### src/rtl/rns_mod31_reverse_conv.sv
// Residue-to-binary converter for the {31, 32, 33} moduli set (M = 32736).
// Mixed-radix conversion sequenced over four compute states with valid/ready on both sides.
module rns_mod31_reverse_conv #(
  parameter bit SIGNED_OUT  = 1'b0,
  parameter bit RANGE_CHECK = 1'b1
) (
  input  logic        clk,
  input  logic        rst,
  input  logic        in_valid,
  output logic        in_ready,
  input  logic [4:0]  r31,
  input  logic [4:0]  r32,
  input  logic [5:0]  r33,
  output logic        out_valid,
  input  logic        out_ready,
  output logic [15:0] out_data,
  output logic        out_err
);

  typedef enum logic [2:0] {
    StIdle,
    StY,
    StD,
    StZ,
    StX,
    StOut
  } state_e;

  state_e state_q, state_d;

  logic [4:0]  r31_q, r32_q;
  logic [5:0]  r33_q;
  logic [4:0]  y1_q;
  logic [5:0]  d_q;
  logic [5:0]  z_q;
  logic [15:0] out_data_q;
  logic        out_err_q;

  // Combinational per-stage results
  logic [4:0]  a_val;
  logic [5:0]  y_sum;
  logic [4:0]  y1_d;
  logic [5:0]  r33_m;
  logic [6:0]  d_sum, d_red1, d_red2;
  logic [5:0]  d_d;
  logic [9:0]  prod17;
  logic [6:0]  z_sum;
  logic [5:0]  z_d;
  logic [14:0] x_val;
  logic [15:0] x_out;
  logic        bad_r33;

  // State register
  always_ff @(posedge clk or posedge rst) begin
    if (rst) begin
      state_q <= StIdle;
    end else begin
      state_q <= state_d;
    end
  end

  always_comb begin
    state_d = state_q;
    unique case (state_q)
      StIdle:  if (in_valid) state_d = StY;
      StY:     state_d = StD;
      StD:     state_d = StZ;
      StZ:     state_d = StX;
      StX:     state_d = StOut;
      StOut:   if (out_ready) state_d = StIdle;
      default: state_d = StIdle;
    endcase
  end

  // y1 = (r31 - r32) mod 31; 31 is the redundant zero encoding
  always_comb begin
    a_val = (r31_q == 5'd31) ? 5'd0 : r31_q;
    y_sum = {1'b0, a_val} + 6'd31 - {1'b0, r32_q};
    y1_d  = (y_sum >= 6'd31) ? 5'(y_sum - 6'd31) : y_sum[4:0];
  end

  // d = (r33 + y1 - r32) mod 33, biased by 33 so the sum never goes negative
  always_comb begin
    r33_m  = (r33_q >= 6'd33) ? (r33_q - 6'd33) : r33_q;
    d_sum  = {1'b0, r33_m} + {2'b0, y1_q} + 7'd33 - {2'b0, r32_q};
    d_red1 = (d_sum >= 7'd33) ? (d_sum - 7'd33) : d_sum;
    d_red2 = (d_red1 >= 7'd33) ? (d_red1 - 7'd33) : d_red1;
    d_d    = 6'(d_red2);
  end

  // z = 17*d mod 33; fold the product using 32 == -1 (mod 33)
  always_comb begin
    prod17 = {d_q, 4'b0000} + {4'b0000, d_q};
    z_sum  = {2'b00, prod17[4:0]} + 7'd33 - {2'b00, prod17[9:5]};
    z_d    = (z_sum >= 7'd33) ? 6'(z_sum - 7'd33) : 6'(z_sum);
  end

  always_comb begin
    x_val   = 15'(r32_q) + (15'(y1_q) << 5) + 15'(z_q) * 15'd992;
    bad_r33 = RANGE_CHECK && (r33_q > 6'd32);
    if (SIGNED_OUT && (x_val >= 15'd16368)) begin
      // X - 32736 modulo 2^16
      x_out = {1'b0, x_val} + 16'd32800;
    end else begin
      x_out = {1'b0, x_val};
    end
  end

  always_ff @(posedge clk or posedge rst) begin
    if (rst) begin
      r31_q      <= '0;
      r32_q      <= '0;
      r33_q      <= '0;
      y1_q       <= '0;
      d_q        <= '0;
      z_q        <= '0;
      out_data_q <= '0;
      out_err_q  <= 1'b0;
    end else begin
      unique case (state_q)
        StIdle: begin
          if (in_valid) begin
            r31_q <= r31;
            r32_q <= r32;
            r33_q <= r33;
          end
        end
        StY: y1_q <= y1_d;
        StD: d_q  <= d_d;
        StZ: z_q  <= z_d;
        StX: begin
          out_data_q <= bad_r33 ? 16'd0 : x_out;
          out_err_q  <= bad_r33;
        end
        StOut: begin
          if (out_ready) out_err_q <= 1'b0;
        end
        default: ;
      endcase
    end
  end

  assign in_ready  = (state_q == StIdle);
  assign out_valid = (state_q == StOut);
  assign out_data  = out_data_q;
  assign out_err   = out_err_q;

endmodule

### config.mk
export PLATFORM = sky130hd
export DESIGN_NAME = rns_mod31_reverse_conv
export DESIGN_NICKNAME = d
export VERILOG_FILES = /design/src/rtl/rns_mod31_reverse_conv.sv
export SDC_FILE = /design/constraint.sdc
export NUM_CORES = 1
export LEC_CHECK = 0
export BUFFER_PORTS_ARGS = -buffer_cell sky130_fd_sc_hd__buf_2
export CORE_MARGIN = 2
export CORE_UTILIZATION = 47
export DETAILED_ROUTE_END_ITERATION = 10
export GPL_TIMING_DRIVEN = 0
export PLACE_DENSITY = 0.68
export SLEW_MARGIN = 20
export SYNTH_ARGS = -nofsm -noshare
export SYNTH_HDL_FRONTEND = slang
export SYNTH_SLANG_ARGS = --single-unit
### constraint.sdc
create_clock -name clk -period 9.55 [get_ports clk]
set_input_delay 0.4775 -clock clk [delete_from_list [all_inputs] [get_ports clk]]
set_output_delay 0.4775 -clock clk [all_outputs]
set_load 0.01 [all_outputs]
# Yosys cells after proc, flatten, opt, wreduce, memory -nomap -nowiden
# Index checks and enable logic that the tools add are counted.
dict set report totals {
  elab_cells 56
  ff_bits 53
}
dict set report classes {
  n_reduce_logical 5
  eq_ne 8
  n_mul 1
  magnitude_cmp 6
  n_addsub 15
  mux 12
}
# operator n
set ops {}
lappend ops {{>= comparator 7 x 6 -> 1 bit, second input constant} 3}
lappend ops {{2-to-1 mux 6 bit} 3}
lappend ops {{one-hot mux 3 bit (6 select lines)} 1}
lappend ops {{subtractor 6 bit, second input constant} 3}
lappend ops {{adder 11 x 15 -> 15 bit} 1}
lappend ops {{2-to-1 mux 15 bit} 1}
lappend ops {{subtractor 7 x 5 -> 7 bit} 2}
lappend ops {{adder 5 x 10 -> 11 bit} 1}
lappend ops {{adder 10 x 6 -> 10 bit} 1}
lappend ops {{multiplier 6 x 5 -> 10 bit, second input constant} 1}
lappend ops {{2-to-1 mux 5 bit} 2}
lappend ops {{adder 5 x 6 -> 7 bit, second input constant} 1}
lappend ops {{adder 6 x 5 -> 7 bit} 1}
lappend ops {{adder 7 x 6 -> 7 bit, second input constant} 1}
lappend ops {{2-to-1 mux 7 bit} 1}
lappend ops {{subtractor 7 x 6 -> 7 bit, second input constant} 1}
lappend ops {{adder 5 x 5 -> 6 bit, second input constant} 1}
lappend ops {{== test 3 x 2 -> 1 bit, second input constant} 2}
lappend ops {{== test 3 bit, second input constant} 2}
lappend ops {{>= comparator 6 x 5 -> 1 bit, second input constant} 1}
lappend ops {{>= comparator 6 bit, second input constant} 1}
lappend ops {{> comparator 6 bit, second input constant} 1}
lappend ops {{2-to-1 mux 3 bit} 2}
lappend ops {{AND reduction 2 bit} 3}
lappend ops {{other kinds (10)} 10}

# Logic depth before layout (Yosys ltp)
# Gate-level depths: netlist (run 1).
dict set report logic_depth {
  depth_word 9
  mapped_depth 19
  depth_no_buf 19
}

# Least setup slack after synthesis (run 1)
# OpenSTA, ideal clock, no wires.
dict set report synth_timing {
  kind {register to register}
  start {reg r33_q[0]}
  end {reg d_q[1]}
  path_stages_with_launch 18
  required_ns 9.475
  slack_ns 4.567
  path_buffers 0
  arrival_ns 4.908
  cell_sequence {dfrtp_1 > inv_1 > ha_1 > or4b_1 > o21ai_1 > nor2_1 > xor2_1 > fa_1 > ha_1 > and4b_1 > a21o_1 > or4_4 > a2111oi_2 > o21ai_1 > xnor2_1 > ha_1 > mux2_4 > o21ai_2}
}
dict set report synth_between {
  elab_chain_cells 9
  word_cells_on_any_way 12
  classes_between {add/sub (6); order compare (3); mux (3)}
}
# item line
set synth_rtl {}
lappend synth_rtl {{start: declaration} 32} ;# logic [5:0] r33_q;
lappend synth_rtl {{start signal: assignment} 125} ;# r33_q <= r33;
lappend synth_rtl {{subtractor 6 bit / >= comparator 6 bit (equally long branches)} 84} ;# r33_m = (r33_q >= 6'd33) ? (r33_q - 6'd33) : r33_q;
lappend synth_rtl {{2-to-1 mux 6 bit (*)} 84}
lappend synth_rtl {{adder 6 x 5 -> 7 bit (*)} 85} ;# d_sum = {1'b0, r33_m} + {2'b0, y1_q} + 7'd33 - {2'b0, r32_q};
lappend synth_rtl {{adder 7 x 6 -> 7 bit (*)} 85}
lappend synth_rtl {{subtractor 7 x 5 -> 7 bit (*)} 85}
lappend synth_rtl {{subtractor 7 x 6 -> 7 bit / >= comparator 7 x 6 -> 1 bit (equally long branches)} 86} ;# d_red1 = (d_sum >= 7'd33) ? (d_sum - 7'd33) : d_sum;
lappend synth_rtl {{2-to-1 mux 7 bit (*)} 86}
lappend synth_rtl {{subtractor 6 bit / >= comparator 7 x 6 -> 1 bit (equally long branches)} 87} ;# d_red2 = (d_red1 >= 7'd33) ? (d_red1 - 7'd33) : d_red1;
lappend synth_rtl {{2-to-1 mux 6 bit (*)} 87}
lappend synth_rtl {{end signal: assignment} 115} ;# d_q <= '0;
lappend synth_rtl {{end signal: assignment} 129} ;# StD: d_q <= d_d;
lappend synth_rtl {{end: declaration} 34} ;# logic [5:0] d_q;
# Every way passes the cells marked *; elsewhere a longest branch is shown, timed or not.
# A chain may end at the register's enable or synchronous reset.

# Worst setup path after layout (run 1)
dict set report layout_timing {
  start {reg r33_q[1]}
  end {reg d_q[1]}
}
# The elaborated chain is that of the path after synthesis.

==> flow_metrics.py, run 1 <==
metrics = {
    "critical_path": {
        "cp_max_fo": 7,
        "cp.required_ns": 9.79,
        "crit_type": "reg2reg",
        "endpoint_kind": "register",
        "cp-start-kind": "register",
        "crit_chain": "inv_1 > ha_1 > or4b_1 > o21ai_1 > nor2_1 > xor2_1 > fa_1 > ha_1 > and4b_1 > a21o_1 > or4_4 > a2111oi_2 > o21ai_1 > xnor2_1 > ha_1 > mux2_4 > o21ai_2",
        "cpMaxStageDelayCell": "or4_4",
        "slowest_delay_ns": 0.56,
        "crit_arrival_ns": 5.84,
        "cp_common_cell": "ha_1",
    },
    "timing": {
        "hold_viol_final": 0,
        "finalSetupViolations": 0,
        "setup_tns_ns": 0,
        "period_minus_slack_ns": 5.60,
        "fin_skew_ns": 0.0153,
        "holdWs_ns": 0.158,
        "relSlewSlack_pct": 65.1,
        "maxSlewViolCount": 0,
        "tightest_slew_ns": 0.521,
        "max_freq_mhz": 179,
        "fin_crit_sh_pct": 58.6,
        "rsz0062_at_grt": "false",
    },
    "logic_synthesis": {
        "synth_flop_cell": "dfrtp_1",
        "syn_inst": 492,
        "synth_cell_types": 69,
        "syn_nets": 582,
        "async_flop_share_pct": 100,
        "ys_warn_count": 0,
        "syn-cell-area_um2": 4570,
        "ys_ff_latch": 52,
        "synth_edf_count": 0,
        "seq_area_frac_synth_pct": 28.5,
        "syn_area_per_cell_um2": 9.29,
    },
    "floorplanning": {
        "start_util_pct": 47.7,
        "rows": 36,
        "dieArea_um2": 10500,
        "core_area_um2": 9590,
        "die_w_um": 103,
        "boundaryPins": 39,
        "die_h_um": 103,
    },
    "clocking": {
        "cts_tree": "built",
        "cts_root_buf": "clkbuf_8",
        "clock_latency_ns": 0.32,
        "hold_buffers": 0,
        "postCtsSetupBuffers": 0,
        "clock_sinks": 52,
        "ctsLongestPathBuffers": 2,
        "cts.repair.resized": 0,
        "cts_made_buffers": 5,
        "cts.clk_slew.worst_paths_ns": 0.10,
        "htree_levels": 2,
    },
    "grt": {
        "grt_max_degree": 36,
        "first_global_vias": 3532,
        "grtUsageTotal_pct": 18.5,
        "grt_pass1_wl_mm": 15.7,
        "antenna_found_initial": 0,
        "grt_overflow": 0,
    },
    "layout": {
        "finalNetCount": 627,
        "synthToLayoutAreaGrowth_pct": 10.1,
        "design_area_um2": 5030,
        "drive_gt1_share_pct": 14.7,
        "n_antenna_cell": 0,
    },
    "drt": {
        "via_count": 3580,
        "wl_per_cell_um": 13.6,
        "vias_per_cell": 5.34,
        "first_pass_iters": 4,
        "ant_nets": 0,
        "drc_errors": 0,
        "drt_wl_total_mm": 9.10,
        "first_iter_violations": 96,
    },
    "min_path": {
        "hold_class": "in2async",
    },
    "place": {
        "hpwlAfterDp_mm": 7.54,
        "gp_congestion": 0.865,
        "place_area_um2": 4940,
        "io_buffers": 37,
    },
    "outcome": {
        "status": "finished, final reports clean",
    },
    "flow_run": {
        "maxCapViolCount": 0,
    },
}
-- sequential cells by signal, indices dropped and copies added (netlist names) --
| name | cells |
|---|---|
| out_data | 15 |
| r33_q | 6 |
| state_q | 3 |
| r32_q | 5 |
| y1_q | 5 |
| out_err | 1 |
| d_q | 6 |
| z_q | 6 |
| r31_q | 5 |
-- per-stage QoR --
stage          std cells  setup slack [ns]  utilization [%]
3_5_place_dp         663              4.06             51.5
2_1_floorplan        492              4.57                -
6_report             671              3.95             52.5
3_3_place_gp         662              4.12             51.3
5_1_grt              671              3.67             52.5
4_1_cts              671              4.03             52.5
-- cells in the final DEF, fill, tap and decap left out, types with 6 or more instances in the layout --
master	instances
o21ai_0	36
mux2_2	9
inv_1	49
xnor2_1	21
a21o_1	12
a21oi_1	29
buf_2	37
o21ai_1	8
xor2_1	18
dfrtp_1	52
nand2_1	57
ha_1	50
nand3_1	8
and2_1	7
nor2_1	20
fa_1	20
clkbuf_1	8
nor2b_1	6
-- kinds of logic after synthesis --
| logic type | after synthesis | synth area share (%) |
|---|---|---|
| xor+xnor | 41 | 8.32 |
| buf+inv | 60 | 5.01 |
| flops | 52 | 28.5 |
| compound gates | 120 | 17.2 |
| other cells | 1 | 0.0820 |
| simple gates | 136 | 15.5 |
| fa+ha+maj | 70 | 22.4 |
| mux | 12 | 2.98 |
-- path summary, 6_finish.rpt --
kind                         startpoint           end  slack [ns]  depth (start not counted)
min reg2reg                out_data[12]  out_data[12]        0.48                          2
min                                 rst    state_q[2]        0.16                          2
max reg2reg                    r33_q[1]        d_q[1]        3.95                         17
min in group clk                 r32[3]      r32_q[3]        0.36                          3
max in group asynchronous           rst      r32_q[1]        8.86                          3
max                            r33_q[1]        d_q[1]        3.95                         17
-- layer usage --
metal | track usage, % | vias up | wire length (µm)
li1 | - | 1792 | -
met2 | 33.8 | 65 | 4540
met1 | 23.3 | 1712 | 4230
met4 | 4.10 | 0 | 116
met5 | 0 | - | 0
met3 | 2.17 | 11 | 218
-- area by class of cell --
type / instances / area (µm²)
Clock inverter: 3 / 21.3
Inverter: 50 / 188
Sequential cell: 52 / 1300
Tap cell: 133 / 166
Buffer: 10 / 41.3
Fill cell: 913 / 4560
Multi-Input combinational cell: 380 / 3040
Clock buffer: 5 / 68.8
Timing Repair Buffer: 38 / 205
-- critical path: cells and delay by family (launching register included) --
kind | cells | cell delay (ns)
and+or+nand+nor | 4 | 1.47
AOI/OAI and AO/OA | 5 | 1.34
buffers and inverters | 1 | 0.15
xor gates and xnor gates | 2 | 0.50
DFF | 1 | 0.44
adders and majority gates | 4 | 1.36
muxes | 1 | 0.26
-- Yosys cell counts, types with 3 or more instances --
library cell | instances | area, µm²
xnor2_1 | 21 | 184
ha_1 | 50 | 626
dfrtp_1 | 52 | 1300
o21bai_1 | 4 | 30.0
a21o_1 | 12 | 90.1
fa_1 | 20 | 400
nor4_1 | 3 | 18.8
nand2_1 | 57 | 214
xor2_1 | 18 | 158
clkbuf_1 | 8 | 30.0
nor2b_1 | 6 | 37.5
o21ai_0 | 36 | 180
o21ai_1 | 8 | 40.0
nor3_1 | 5 | 25.0
nor2_1 | 20 | 75.1
or2_2 | 5 | 31.3
inv_1 | 50 | 188
a21oi_1 | 29 | 145
and2_1 | 7 | 43.8
and4b_1 | 4 | 40.0
nand3_1 | 8 | 40.0
a211o_1 | 4 | 35.0
mux2_2 | 9 | 101
Power of run 1 is left out: the tool's default activity adds up to more than one toggle a clock period on the data nets, which glitch-free logic cannot reach.
==> inputs of run 2 (changes only) <==
- PLACE_DENSITY: 0.68 -> 0.71
- clock period: 9.55 -> 4.9 ns (I/O delays scaled with it)
==> flow_metrics.py, run 2 (synthesis gave the netlist of run 1 again) <==
metrics = {
    "critical_path": {
        "crit_chain": "inv_2 > ha_4 > or4b_4 > o21ai_4 > nor2_2 > xor2_2 > fa_1 > ha_4 > and4b_1 > a21o_1 > or4_4 > buf_4 > a211oi_4 > o21ai_2 > and4b_1 > or4_4 > a21oi_2 > o21ai_1",
        "crit_arrival_ns": 5.06,
        "crit_type": "reg2reg",
        "cp_max_fo": 6,
        "cpMaxStageDelayCell": "or4_4",
        "slowest_delay_ns": 0.55,
        "r2r_slack_ns": 0.04,
        "r2r_cells": 18,
        "cp-start-kind": "register",
        "cp.required_ns": 5.10,
        "r2r-start": "r33_q[0]",
        "r2r_end": "d_q[3]",
        "endpoint_kind": "register",
    },
    "clocking": {
        "clock_sinks": 52,
        "clock_latency_ns": 0.31,
        "htree_levels": 2,
        "cts_root_buf": "clkbuf_8",
        "cts_tree": "built",
        "ctsLongestPathBuffers": 2,
        "cts.clk_slew.worst_paths_ns": 0.11,
        "cts_made_buffers": 5,
    },
    "floorplanning": {
        "dieArea_um2": 10500,
        "boundaryPins": 39,
        "start_util_pct": 47.7,
        "rows": 36,
        "die_w_um": 103,
        "core_area_um2": 9590,
        "die_h_um": 103,
    },
    "grt": {
        "grt_max_degree": 53,
        "grt_pass1_wl_mm": 16.8,
        "antenna_found_initial": 0,
        "first_global_vias": 3751,
        "grtUsageTotal_pct": 19.7,
        "grt_overflow": 0,
    },
    "drt": {
        "drc_errors": 0,
        "wl_per_cell_um": 14.4,
        "via_count": 3657,
        "drt_wl_total_mm": 9.88,
        "vias_per_cell": 5.32,
        "first_iter_violations": 136,
        "ant_nets": 0,
        "first_pass_iters": 6,
    },
    "layout": {
        "synthToLayoutAreaGrowth_pct": 16.7,
        "finalNetCount": 643,
        "n_antenna_cell": 0,
        "mostFrequentLayoutCells": "nand2_1, dfrtp_1, inv_1",
        "final_common_cell": "nand2_1",
        "design_area_um2": 5340,
        "drive_gt1_share_pct": 22.2,
        "fill_cells": 852,
        "largest_register_ffs": 15,
    },
    "timing": {
        "tightest_slew_ns": 0.654,
        "fin_crit_sh_pct": 99.2,
        "max_freq_mhz": 206,
        "rsz0062_at_grt": "true",
        "fin_skew_ns": 0.00782,
        "period_minus_slack_ns": 4.86,
        "finalSetupViolations": 0,
        "holdWs_ns": 0.0183,
        "maxSlewViolCount": 0,
        "hold_viol_final": 0,
        "relSlewSlack_pct": 56.4,
    },
    "place": {
        "gp_congestion": 0.911,
        "io_buffers": 37,
        "hpwlAfterDp_mm": 7.50,
        "place_area_um2": 4930,
    },
    "outcome": {
        "status": "finished, final reports clean",
    },
    "flow_run": {
        "maxCapViolCount": 0,
    },
    "min_path": {
        "hold_class": "in2async",
    },
}
## run 2: changes by cell type in the layout (fill, tap and decap cells not counted), sizes merged
cell,delta
buf,+16
## run 2: worst max-delay path, delay by kind of cell (launching register included)
family,cells,cell delay (ns)
fa+ha+maj,3,0.90
simple gates,6,1.94
xor+xnor,1,0.16
flops,1,0.41
compound gates,6,1.05
buf+inv,2,0.28
## run 2: worst max path at each step
stage,slack [ns],cells past startpoint,endpoint,start
4_1_cts,0.004,17,d_q[3],r33_q[0]
3_3_place_gp,-0.41,17,d_q[1],r33_q[1]
3_5_place_dp,-0.51,17,d_q[1],r33_q[1]
5_1_grt,-0.10,18,d_q[1],r33_q[0]
6_report,0.04,18,d_q[3],r33_q[0]
2_1_floorplan,0.01,17,d_q[1],r33_q[0]
## run 2: routing by layer
| metal | routed length [µm] | global-route usage [%] | up-vias |
|---|---|---|---|
| met4 | 137 | 4.51 | 0 |
| li1 | - | - | 1815 |
| met2 | 5000 | 36.3 | 63 |
| met3 | 285 | 2.03 | 12 |
| met1 | 4450 | 24.9 | 1767 |
| met5 | 0 | 0 | - |
## run 2: cell type report
type	count	area (µm²)	area share (%)
Clock inverter	3	27.5	0.516
Sequential cell	52	1300	24.4
Multi-Input combinational cell	380	3230	60.4
Clock buffer	5	68.8	1.29
Tap cell	133	166	3.12
Timing Repair Buffer	54	317	5.93
Inverter	50	190	3.56
Buffer	10	41.3	0.773
## run 2: repair_timing
action | 4_1_cts | 5_1_grt
pin swaps | 8 | 17
setup buffers | 7 | 10
hold buffers | 0 | 0
gates resized for setup | 19 | 19
endpoints found under the setup margin | 6 | 6
## run 2: metrics by stage
step / util, % / cells / worst slack (ns) / TNS [ns]
after floorplan: - / 492 / 0.0114 / 0
after global placement: 51.4 / 662 / -0.413 / -1.49
after detailed placement: 51.4 / 662 / -0.509 / -2.07
after CTS: 54.0 / 677 / 0.00371 / 0
after global routing: 55.6 / 687 / -0.103 / -0.268
final: 55.6 / 687 / 0.0400 / 0
Power of run 2 is left out for the same reason.
==> inputs of run 3 (changes only) <==
- PLACE_DENSITY: 0.71 -> 0.68
- SETUP_SLACK_MARGIN: default -> 0.1
- clock period: 4.9 -> 6 ns (I/O delays scaled with it)
==> flow_metrics.py, run 3 (synthesis gave the netlist of run 1 again) <==
metrics = {
    "drt": {
        "first_iter_violations": 108,
        "wl_per_cell_um": 13.5,
        "first_pass_iters": 4,
        "drt_wl_total_mm": 9.08,
        "ant_nets": 0,
        "via_count": 3563,
        "drc_errors": 0,
        "vias_per_cell": 5.30,
    },
    "layout": {
        "n_antenna_cell": 0,
        "design_area_um2": 5040,
        "mostFrequentLayoutCells": "nand2_1, dfrtp_1, ha_1",
        "finalNetCount": 628,
        "final_common_cell": "nand2_1",
        "instances_no_fill": 672,
        "largest_register_ffs": 15,
        "regArea_um2": 1300,
        "multi_input_area_um2": 3040,
        "drive_gt1_share_pct": 14.7,
        "synthToLayoutAreaGrowth_pct": 10.3,
        "fill_cells": 912,
    },
    "clocking": {
        "cts.clk_slew.worst_paths_ns": 0.10,
        "postCtsSetupBuffers": 0,
        "clock_sinks": 52,
        "cts.repair.resized": 0,
        "ctsLongestPathBuffers": 2,
        "clock_latency_ns": 0.32,
        "htree_levels": 2,
        "cts_root_buf": "clkbuf_8",
        "cts_made_buffers": 5,
        "cts_tree": "built",
    },
    "place": {
        "place_inst": 663,
        "hpwlAfterDp_mm": 7.54,
        "io_buffers": 37,
        "gp_congestion": 0.865,
        "place_area_um2": 4940,
    },
    "floorplanning": {
        "dieArea_um2": 10500,
        "boundaryPins": 39,
        "rows": 36,
        "die_h_um": 103,
        "die_w_um": 103,
        "core_area_um2": 9590,
        "start_util_pct": 47.7,
    },
    "grt": {
        "grt_pass1_wl_mm": 15.7,
        "first_global_vias": 3532,
        "grtUsageTotal_pct": 18.5,
        "grt_max_degree": 36,
        "grt_overflow": 0,
        "antenna_found_initial": 0,
    },
    "timing": {
        "setup_tns_ns": 0,
        "fin_crit_sh_pct": 93.1,
        "rsz0062_at_grt": "false",
        "hold_viol_final": 0,
        "relSlewSlack_pct": 64.8,
        "maxSlewViolCount": 0,
        "period_minus_slack_ns": 5.59,
        "finalSetupViolations": 0,
        "holdWs_ns": 0.185,
        "max_freq_mhz": 179,
        "tightest_slew_ns": 0.525,
        "fin_skew_ns": 0.0154,
    },
    "critical_path": {
        "cp.required_ns": 6.24,
        "startpoint": "r33_q[1]",
        "r2r-start": "r33_q[1]",
        "crit_type": "reg2reg",
        "endpoint_kind": "register",
        "cp_max_fo": 7,
        "crit_arrival_ns": 5.83,
        "cp-start-kind": "register",
    },
    "min_path": {
        "min_from": "r32[3]",
        "hold_class": "in2reg",
    },
    "flow_run": {
        "maxCapViolCount": 0,
    },
    "outcome": {
        "status": "finished, final reports clean",
    },
}
[run 3: changes by cell type in the layout (fill, tap and decap cells not counted), moves of 3 or more]
cell / change
buf_4: -16
a21oi_1: +3
nor2_2: -3
inv_1: +3
ha_4: -3
nor2_1: +3
ha_1: +5
[run 3: repair_timing]
item | in CTS | in global routing
hold endpoints to repair | 16 | 0
hold buffers | 1 | 0
endpoints found under the setup margin | 0 | 0
[run 3: cell type report]
cell class / count / share of cell area [%]
tap: 133 / 3.30
inverter: 50 / 3.72
clock buffer: 5 / 1.36
sequential: 52 / 25.8
clock inverter: 3 / 0.422
multi-input combinational: 380 / 60.3
timing repair buffer: 39 / 4.27
buffer: 10 / 0.818
[run 3: through the flow]
| stage | worst slack [ns] | utilization, % |
|---|---|---|
| 2_1_floorplan | 1.02 | - |
| 3_3_place_gp | 0.570 | 51.3 |
| 3_5_place_dp | 0.513 | 51.5 |
| 4_1_cts | 0.477 | 52.6 |
| 5_1_grt | 0.116 | 52.6 |
| 6_report | 0.412 | 52.6 |
[run 3: final timing paths]
kind / endpoint / slack (ns) / cells past startpoint
worst max register to register: d_q[1] / 0.41 / 17
worst max-delay path: d_q[1] / 0.41 / 17
min in group asynchronous: state_q[2] / 0.54 / 3
worst min-delay path: r32_q[3] / 0.19 / 3
max in group asynchronous: r32_q[1] / 4.93 / 4
worst min register to register: out_data[12] / 0.48 / 2
[run 3: worst max-delay path, stage by stage (launching register included)]
cell and delay [ns]:
dfrtp_1 0.44, inv_1 0.15, ha_1 0.23, or4b_1 0.54
o21ai_1 0.40, nor2_1 0.10, xor2_1 0.20, fa_1 0.45
ha_1 0.41, and4b_1 0.26, a21o_1 0.22, or4_4 0.56
a2111oi_2 0.38, o21ai_1 0.24, xnor2_1 0.30, ha_1 0.27
mux2_4 0.26, o21ai_2 0.10
[run 3: layer usage]
metal / GRT usage, % / vias to the layer above / wire length, µm / share of wire [%]
met1: 23.3 / 1712 / 4210 / 46
met4: 4.10 / 0 / 116 / 1.3
met5: 0 / - / 0 / 0
met3: 2.17 / 11 / 215 / 2.4
met2: 33.8 / 48 / 4530 / 50
li1: - / 1792 / - / -
Power of run 3 is left out for the same reason.
